**src/rtl/c7bbiu.sv**
```systemverilog
// Bus interface unit: arbitrates IFU read, LSU read and LSU write onto a
// single 64-bit external memory port with one transaction in flight.
module c7bbiu #(
    parameter int unsigned STARVE_MAX = 4,
    parameter int unsigned ADDR_W     = 32
) (
    input  logic              clk,
    input  logic              resetn,
    input  logic              ifu_biu_rd_req,
    input  logic [ADDR_W-1:0] ifu_biu_rd_addr,
    output logic              biu_ifu_rd_ack,
    output logic              biu_ifu_data_valid,
    output logic [63:0]       biu_ifu_data,
    input  logic              lsu_biu_rd_req,
    input  logic [ADDR_W-1:0] lsu_biu_rd_addr,
    output logic              biu_lsu_rd_ack,
    output logic              biu_lsu_data_valid,
    output logic [63:0]       biu_lsu_data,
    input  logic              lsu_biu_wr_req,
    input  logic [ADDR_W-1:0] lsu_biu_wr_addr,
    input  logic [63:0]       lsu_biu_wr_data,
    input  logic [7:0]        lsu_biu_wr_strb,
    output logic              biu_lsu_wr_ack,
    output logic              biu_lsu_write_done,
    output logic              biu_mem_req,
    output logic              biu_mem_we,
    output logic [ADDR_W-1:0] biu_mem_addr,
    output logic [63:0]       biu_mem_wdata,
    output logic [7:0]        biu_mem_wstrb,
    input  logic              mem_biu_gnt,
    input  logic              mem_biu_rvalid,
    input  logic [63:0]       mem_biu_rdata,
    input  logic              mem_biu_bvalid
);

    localparam int unsigned CNT_W = $clog2(STARVE_MAX + 1);
    localparam logic [CNT_W-1:0] CNT_MAX = CNT_W'(STARVE_MAX);

    typedef enum logic [1:0] {IDLE, REQ, WAIT_R, WAIT_W} state_t;
    typedef enum logic [1:0] {OWN_IFU, OWN_LSU_RD, OWN_LSU_WR} owner_t;

    state_t           state;
    owner_t           owner;
    logic [CNT_W-1:0] starve_cnt;

    logic             ifu_force;
    logic             pick_wr;
    logic             pick_rd;
    logic             pick_ifu;
    logic [CNT_W-1:0] cnt_lsu;

    // Counter value to load when the LSU wins this arbitration round
    always_comb begin
        ifu_force = ifu_biu_rd_req && (starve_cnt == CNT_MAX);
        pick_wr   = lsu_biu_wr_req && !ifu_force;
        pick_rd   = lsu_biu_rd_req && !lsu_biu_wr_req && !ifu_force;
        pick_ifu  = ifu_biu_rd_req && !pick_wr && !pick_rd;
        cnt_lsu   = '0;
        if (ifu_biu_rd_req) begin
            cnt_lsu = (starve_cnt == CNT_MAX) ? starve_cnt
                                              : starve_cnt + 1'b1;
        end
    end

    always_ff @(posedge clk) begin
        if (!resetn) begin
            state              <= IDLE;
            owner              <= OWN_IFU;
            starve_cnt         <= '0;
            biu_ifu_rd_ack     <= 1'b0;
            biu_ifu_data_valid <= 1'b0;
            biu_ifu_data       <= '0;
            biu_lsu_rd_ack     <= 1'b0;
            biu_lsu_data_valid <= 1'b0;
            biu_lsu_data       <= '0;
            biu_lsu_wr_ack     <= 1'b0;
            biu_lsu_write_done <= 1'b0;
            biu_mem_req        <= 1'b0;
            biu_mem_we         <= 1'b0;
            biu_mem_addr       <= '0;
            biu_mem_wdata      <= '0;
            biu_mem_wstrb      <= '0;
        end else begin
            biu_ifu_rd_ack     <= 1'b0;
            biu_lsu_rd_ack     <= 1'b0;
            biu_lsu_wr_ack     <= 1'b0;
            biu_ifu_data_valid <= 1'b0;
            biu_lsu_data_valid <= 1'b0;
            biu_lsu_write_done <= 1'b0;
            unique case (state)
                IDLE: begin
                    if (pick_wr) begin
                        owner          <= OWN_LSU_WR;
                        starve_cnt     <= cnt_lsu;
                        biu_lsu_wr_ack <= 1'b1;
                        biu_mem_req    <= 1'b1;
                        biu_mem_we     <= 1'b1;
                        biu_mem_addr   <= lsu_biu_wr_addr;
                        biu_mem_wdata  <= lsu_biu_wr_data;
                        biu_mem_wstrb  <= lsu_biu_wr_strb;
                        state          <= REQ;
                    end else if (pick_rd) begin
                        owner          <= OWN_LSU_RD;
                        starve_cnt     <= cnt_lsu;
                        biu_lsu_rd_ack <= 1'b1;
                        biu_mem_req    <= 1'b1;
                        biu_mem_we     <= 1'b0;
                        biu_mem_addr   <= lsu_biu_rd_addr;
                        biu_mem_wdata  <= '0;
                        biu_mem_wstrb  <= '0;
                        state          <= REQ;
                    end else if (pick_ifu) begin
                        owner          <= OWN_IFU;
                        starve_cnt     <= '0;
                        biu_ifu_rd_ack <= 1'b1;
                        biu_mem_req    <= 1'b1;
                        biu_mem_we     <= 1'b0;
                        biu_mem_addr   <= ifu_biu_rd_addr;
                        biu_mem_wdata  <= '0;
                        biu_mem_wstrb  <= '0;
                        state          <= REQ;
                    end
                end
                REQ: begin
                    if (mem_biu_gnt) begin
                        biu_mem_req <= 1'b0;
                        state       <= biu_mem_we ? WAIT_W : WAIT_R;
                    end
                end
                WAIT_R: begin
                    if (mem_biu_rvalid) begin
                        if (owner == OWN_IFU) begin
                            biu_ifu_data       <= mem_biu_rdata;
                            biu_ifu_data_valid <= 1'b1;
                        end else begin
                            biu_lsu_data       <= mem_biu_rdata;
                            biu_lsu_data_valid <= 1'b1;
                        end
                        state <= IDLE;
                    end
                end
                WAIT_W: begin
                    if (mem_biu_bvalid) begin
                        biu_lsu_write_done <= 1'b1;
                        state              <= IDLE;
                    end
                end
                default: state <= IDLE;
            endcase
        end
    end

endmodule

```
**config.mk**
```make
export PLATFORM = sky130hd
export DESIGN_NAME = c7bbiu
export DESIGN_NICKNAME = d
export VERILOG_FILES = /design/src/rtl/c7bbiu.sv
export SDC_FILE = /design/constraint.sdc
export NUM_CORES = 1
export LEC_CHECK = 0
export ABC_AREA = 1
export CORE_AREA = 2 2 187 189
export CTS_CLUSTER_DIAMETER = 60
export DETAILED_ROUTE_END_ITERATION = 8
export DIE_AREA = 0 0 189 191
export MAX_ROUTING_LAYER = met4
export SLEW_MARGIN = 20
export SYNTH_ARGS = -nofsm -noshare
export SYNTH_HDL_FRONTEND = slang
export SYNTH_SLANG_ARGS = --single-unit
export TNS_END_PERCENT = 1
```
**constraint.sdc**
```tcl
create_clock -name clk -period 1.7 [get_ports clk]
set_input_delay 0.425 -clock clk [delete_from_list [all_inputs] [get_ports clk]]
set_output_delay 0.425 -clock clk [all_outputs]
set_load 0.005 [all_outputs]
```
== Word-level counts from Yosys, hierarchy flattened ==
Index checks and enable logic that the tools add are counted.
Operators by class
  eq/ne operators: 8
  reduce and logical (&&, ||, !) cells: 24
  add/subtract/negate cells: 1
  multiplexer cells: 39
  bitwise gates (word level): 3
Operators by type and width (count)
  64-bit two-way mux: 3
  32-bit two-way mux: 3
  8-bit two-way mux: 3
  2-bit two-way mux: 9
  3-bit two-way mux: 5
  1-bit two-way mux: 14
  3-bit AND reduction: 4
  2-bit one-hot mux with 4 select lines: 1
  1-bit logical AND: 6
  2-bit inequality test, second input constant: 3
  2-bit AND reduction: 3
  2-bit equality test, second input constant: 2
  1-bit logical NOT: 4
  2-bit logical NOT: 2
  4-bit inequality test, second input constant: 1
  4-bit AND reduction: 1
  4-bit OR reduction: 1
  3-bit by 1-bit adder with 3-bit output, second input constant: 1
  3-bit equality test, second input constant: 1
  1-bit inverter: 3
  3-bit nonzero test: 1
  3-bit OR reduction: 1
  2-bit by 1-bit equality test with 1-bit output, second input constant: 1
  1-bit one-hot mux with 2 select lines: 1
  2-bit nonzero test: 1
Storage, ports and cells
  bits in registers: 247

== Depth between registers and ports, before layout ==
Gate-level depths: netlist (run 1).
  word-level depth: 11
  gate-level depth with buffers: 12
  mapped depth without buffers: 10

== Least setup slack after synthesis (run 1) ==
OpenSTA, ideal clock, no wires.
  path type: reg2reg
  start: reg starve_cnt[0]
  end: reg biu_mem_addr[0]
  slack: 223 ps
  cell stages (with the launch flop): 11
  arrival time: 1362 ps
  setup time: 115 ps
  clock period less this slack: 1477 ps
  data required time: 1585 ps
  cells stage by stage: dfxtp_1 > inv_1 > ha_1 > nand3_2 > buf_6 > o21ai_2 > buf_4 > nand2_1 > nand3_1 > o21ai_0 > inv_1
On the way
  word-level cells in the longest chain between the ends: 9
RTL lines
  start: declaration: line 44  | logic [CNT_W-1:0] starve_cnt;
  start signal: assignment: line 94  | starve_cnt <= cnt_lsu;
  start signal: assignment: line 104  | starve_cnt <= cnt_lsu;
  3-bit equality test (*): line 54  | ifu_force = ifu_biu_rd_req && (starve_cnt == CNT_MAX);
  1-bit logical AND (*): line 54
  1-bit logical NOT (*): line 55, 56
  1-bit logical AND: line 55  | pick_wr = lsu_biu_wr_req && !ifu_force;
  1-bit logical NOT: line 57  | pick_ifu = ifu_biu_rd_req && !pick_wr && !pick_rd;
  1-bit logical AND (2 in a row): line 57
  3-bit nonzero test (no line)
  2-bit AND reduction (no line)
  end signal: assignment: line 98  | biu_mem_addr <= lsu_biu_wr_addr;
  end signal: assignment: line 108  | biu_mem_addr <= lsu_biu_rd_addr;
  end signal: assignment: line 118  | biu_mem_addr <= ifu_biu_rd_addr;
  end: declaration: line 27  | output logic [ADDR_W-1:0] biu_mem_addr,
Mark *: on every way between the ends. The rest lies on a longest branch, timed or not.
A chain may end at the register's enable or synchronous reset.

==> results of run 1 <==
## how the worst max path moves through the flow
stage / slack (ps) / to / depth (start not counted)
2_1_floorplan: 220 / biu_mem_addr[0] / 10
3_3_place_gp: -350 / biu_ifu_rd_ack / 7
3_5_place_dp: -370 / biu_ifu_rd_ack / 7
4_1_cts: 10 / biu_ifu_rd_ack / 8
5_1_grt: -10 / biu_ifu_rd_ack / 8
6_report: 90 / biu_mem_we / 1
## cells in the final DEF (no fill, tap or decap), types with 2 or more instances in the layout
cell	count
inv_2	7
clkdlybuf4s50_1	238
dfxtp_1	238
buf_12	20
clkbuf_8	8
clkinv_2	4
nor2_1	299
clkinvlp_4	3
dlygate4sd2_1	240
o21ai_0	134
bufinv_16	2
buf_4	31
dfxtp_2	8
nand3_1	50
clkbuf_1	5
nand2_1	303
inv_6	3
clkbuf_16	29
nor2_8	2
nand2_8	2
nor3_1	2
nor2_4	3
a21oi_1	79
inv_1	44
o21ai_1	13
## layer usage
layer,up-vias,GRT usage,part of all wire
li1,5007,-,-
met1,4464,0.210,0.41
met2,343,0.332,0.49
met3,42,0.0560,0.086
met4,0,0.0388,0.016
met5,-,-,0
## through the flow
stage | hold slack, ps | setup TNS [ps]
finish | 358 | 0
global placement | 450 | -34230
floorplan | 444 | 0
CTS | 329 | 0
global route | 359 | -16.2
detailed placement | 455 | -41150
## cell type report
class                      instances  area (um^2)  area share
multi-input combinational        900         3900       0.248
sequential                       246         4930       0.314
tap                              455          569      0.0362
inverter                          53          203      0.0129
timing repair buffer             530         5130       0.326
clock inverter                    11          124     0.00788
clock buffer                      42          855      0.0544
## power groups by stage
stage	sequential, mW	clock (mW)	combinational [mW]
after floorplan	6.54	0	1.29
after global placement	6.51	0	3.30
after detailed placement	6.53	0	3.31
after CTS	6.40	6.49	3.07
after global routing	6.44	6.72	3.35
final	6.39	6.29	3.03
## flip-flops by register name (all words and copies together), names as in the netlist, 2 cells and up
register and flops:
owner 2, biu_lsu_data 64, biu_ifu_data 64, biu_mem_addr 32, starve_cnt 3, biu_mem_wstrb 8, state 2, biu_mem_wdata 64
## repair_timing
action,in CTS,in global routing
hold endpoints to repair,0,0
setup endpoints to repair,240,38
resized for setup,248,6
## cells by family after synthesis
group,after synthesis,synth area share
and+or+nand+nor,668,0.285
DFF,246,0.521
AOI/OAI and AO/OA,230,0.123
buffers and inverters,138,0.0678
adders and majority gates,2,0.00265
==> impl_metrics.toml, run 1 <==
[timing]
fin_ws_ps = 86.8
rsz0062_at_grt = "true"
finalCriticalPeriod_ps = 1610
worstMarginPinSlew_ps = 343
fmax_mhz = 620
fin_skew_ps = 21.9
slew_viol_final = 0
final.period_utilization = 0.949
setup_viol_count_final = 0
hold_viol = 0
relSlewSlack = 0.771

[cts]
cts_tree = "built"
clock_sinks = 246
clock_latency_ps = 550
ctsHtreeMaxLevel = 1
cts_made_buffers = 29
hold_buffers = 0
clk_pin_slew_worst_paths_ps = 50
root_buffer = "clkbuf_16"
post_cts_buffers = 0
clockBufferDepth = 3

[critical_path]
cpMaxStageDelayCell = "dfxtp_2"
cpLargestDelayFamily = "flip-flops"
worst-path-buf-inv = 1
crit_chain = "dlygate4sd2_1"
critPathMaxStageDelay_ps = 380
crit_required_ps = 1270
critPathLaunchType = "flop"
critPathMaxFanout = 4
worstReg2RegStart = "starve_cnt[0]"
r2r-end = "biu_ifu_rd_ack"
worstSetupStartpoint = "owner[1]"
r2r_slack_ps = 120
arrival_ps = 1190
rr_worst_depth = 8
crit_path_end_kind = "output pin"
worstSetupPathType = "flop to output pin"

[placement]
portBuffers = 479
dpl.hpwl_mm = 25.9
pre_cts_ws_ps = -375
dp_cells = 2184
gp_congestion = 0.827
post_dp_cell_area_um2 = 15000

[yosys]
ys_warn_count = 0
synth_edf_count = 0
yosys-top-cells-area = "dfxtp_1 (52%), nand2_1 (12%), nor2_1 (12%), o21ai_0 (7.1%), a21oi_1 (4.2%)"
yosysTopAreaCell = "dfxtp_1"
ys_seq_area_frac = 0.521
ys.flop_type = "dfxtp_1"
synth_cells = 1284
synth-seq-cells = 246
synth_area_um2 = 9450
yosysTopAreaCellShare = 0.521
synthesis.nets = 1526
synthMostInstantiatedCell = "nand2_1"
yosysUniqueCellTypes = 27
syn_avg_cell_area_um2 = 7.36
synthArstFlopShare = 0
synth_common_cells = "nand2_1 (303), nor2_1 (300), dfxtp_1 (246)"

[routing]
drtIter0Drc = 276
via_per_inst = 4.41
dr.pass1.iters = 4
drc = 0
vias = 9856
wl_per_cell_um = 15.7
ant_nets = 0
drt_wl_total_mm = 35.2

[power_and_ir_drop]
pwr-share-seq = 0.407
p_sw_frac = 0.268
comb_power_share = 0.193
p_switching_mw = 4.21
p_per_area_nw_per_um2 = 1000
p_leak_nw = 7.56
p_clk_frac = 0.400
ir_worst_vdd_v = 0.000721
p_int_mw = 11.5
total_power_mw = 15.7

[cells_and_area]
layout.cells.non_filler = 2237
final_area_um2 = 15700
nets = 2002
fillers = 3518
drive_above_1_share = 0.0741
diodes = 0
fin_util = 0.461
area_growth_pct = 66.4

[die]
initial_core_util = 0.277
die_h_um = 191
coreArea_um2 = 34100
dieArea_um2 = 36100
rows = 68
io_pins = 480
fp.dieW_um = 189

[outcome]
status = "complete, no violations"

[grt]
grt_pass1_wl_mm = 52.6
first_global_vias = 9702
grt_start_max_net_pins = 94
grt_use_total = 0.188
antenna_found_initial = 0
grt.overflow.total = 0

[min_path]
hold_class = "input pin to flop"
min_to = "biu_mem_wdata[60]"
hp-start = "resetn"
whs_path_depth = 3

[run]
drv_cap = 0
(Power assumes the default switching activity.)
==> inputs of run 2 (changes only) <==
--- a/config.mk
+++ b/config.mk
@@ -11,7 +11,6 @@
 export DETAILED_ROUTE_END_ITERATION = 8
 export DIE_AREA = 0 0 189 191
 export MAX_ROUTING_LAYER = met4
-export SLEW_MARGIN = 20
 export SYNTH_ARGS = -nofsm -noshare
 export SYNTH_HDL_FRONTEND = slang
 export SYNTH_SLANG_ARGS = --single-unit
==> results of run 2 <==
Final layout, timing and power as in run 1 (identical DEF).
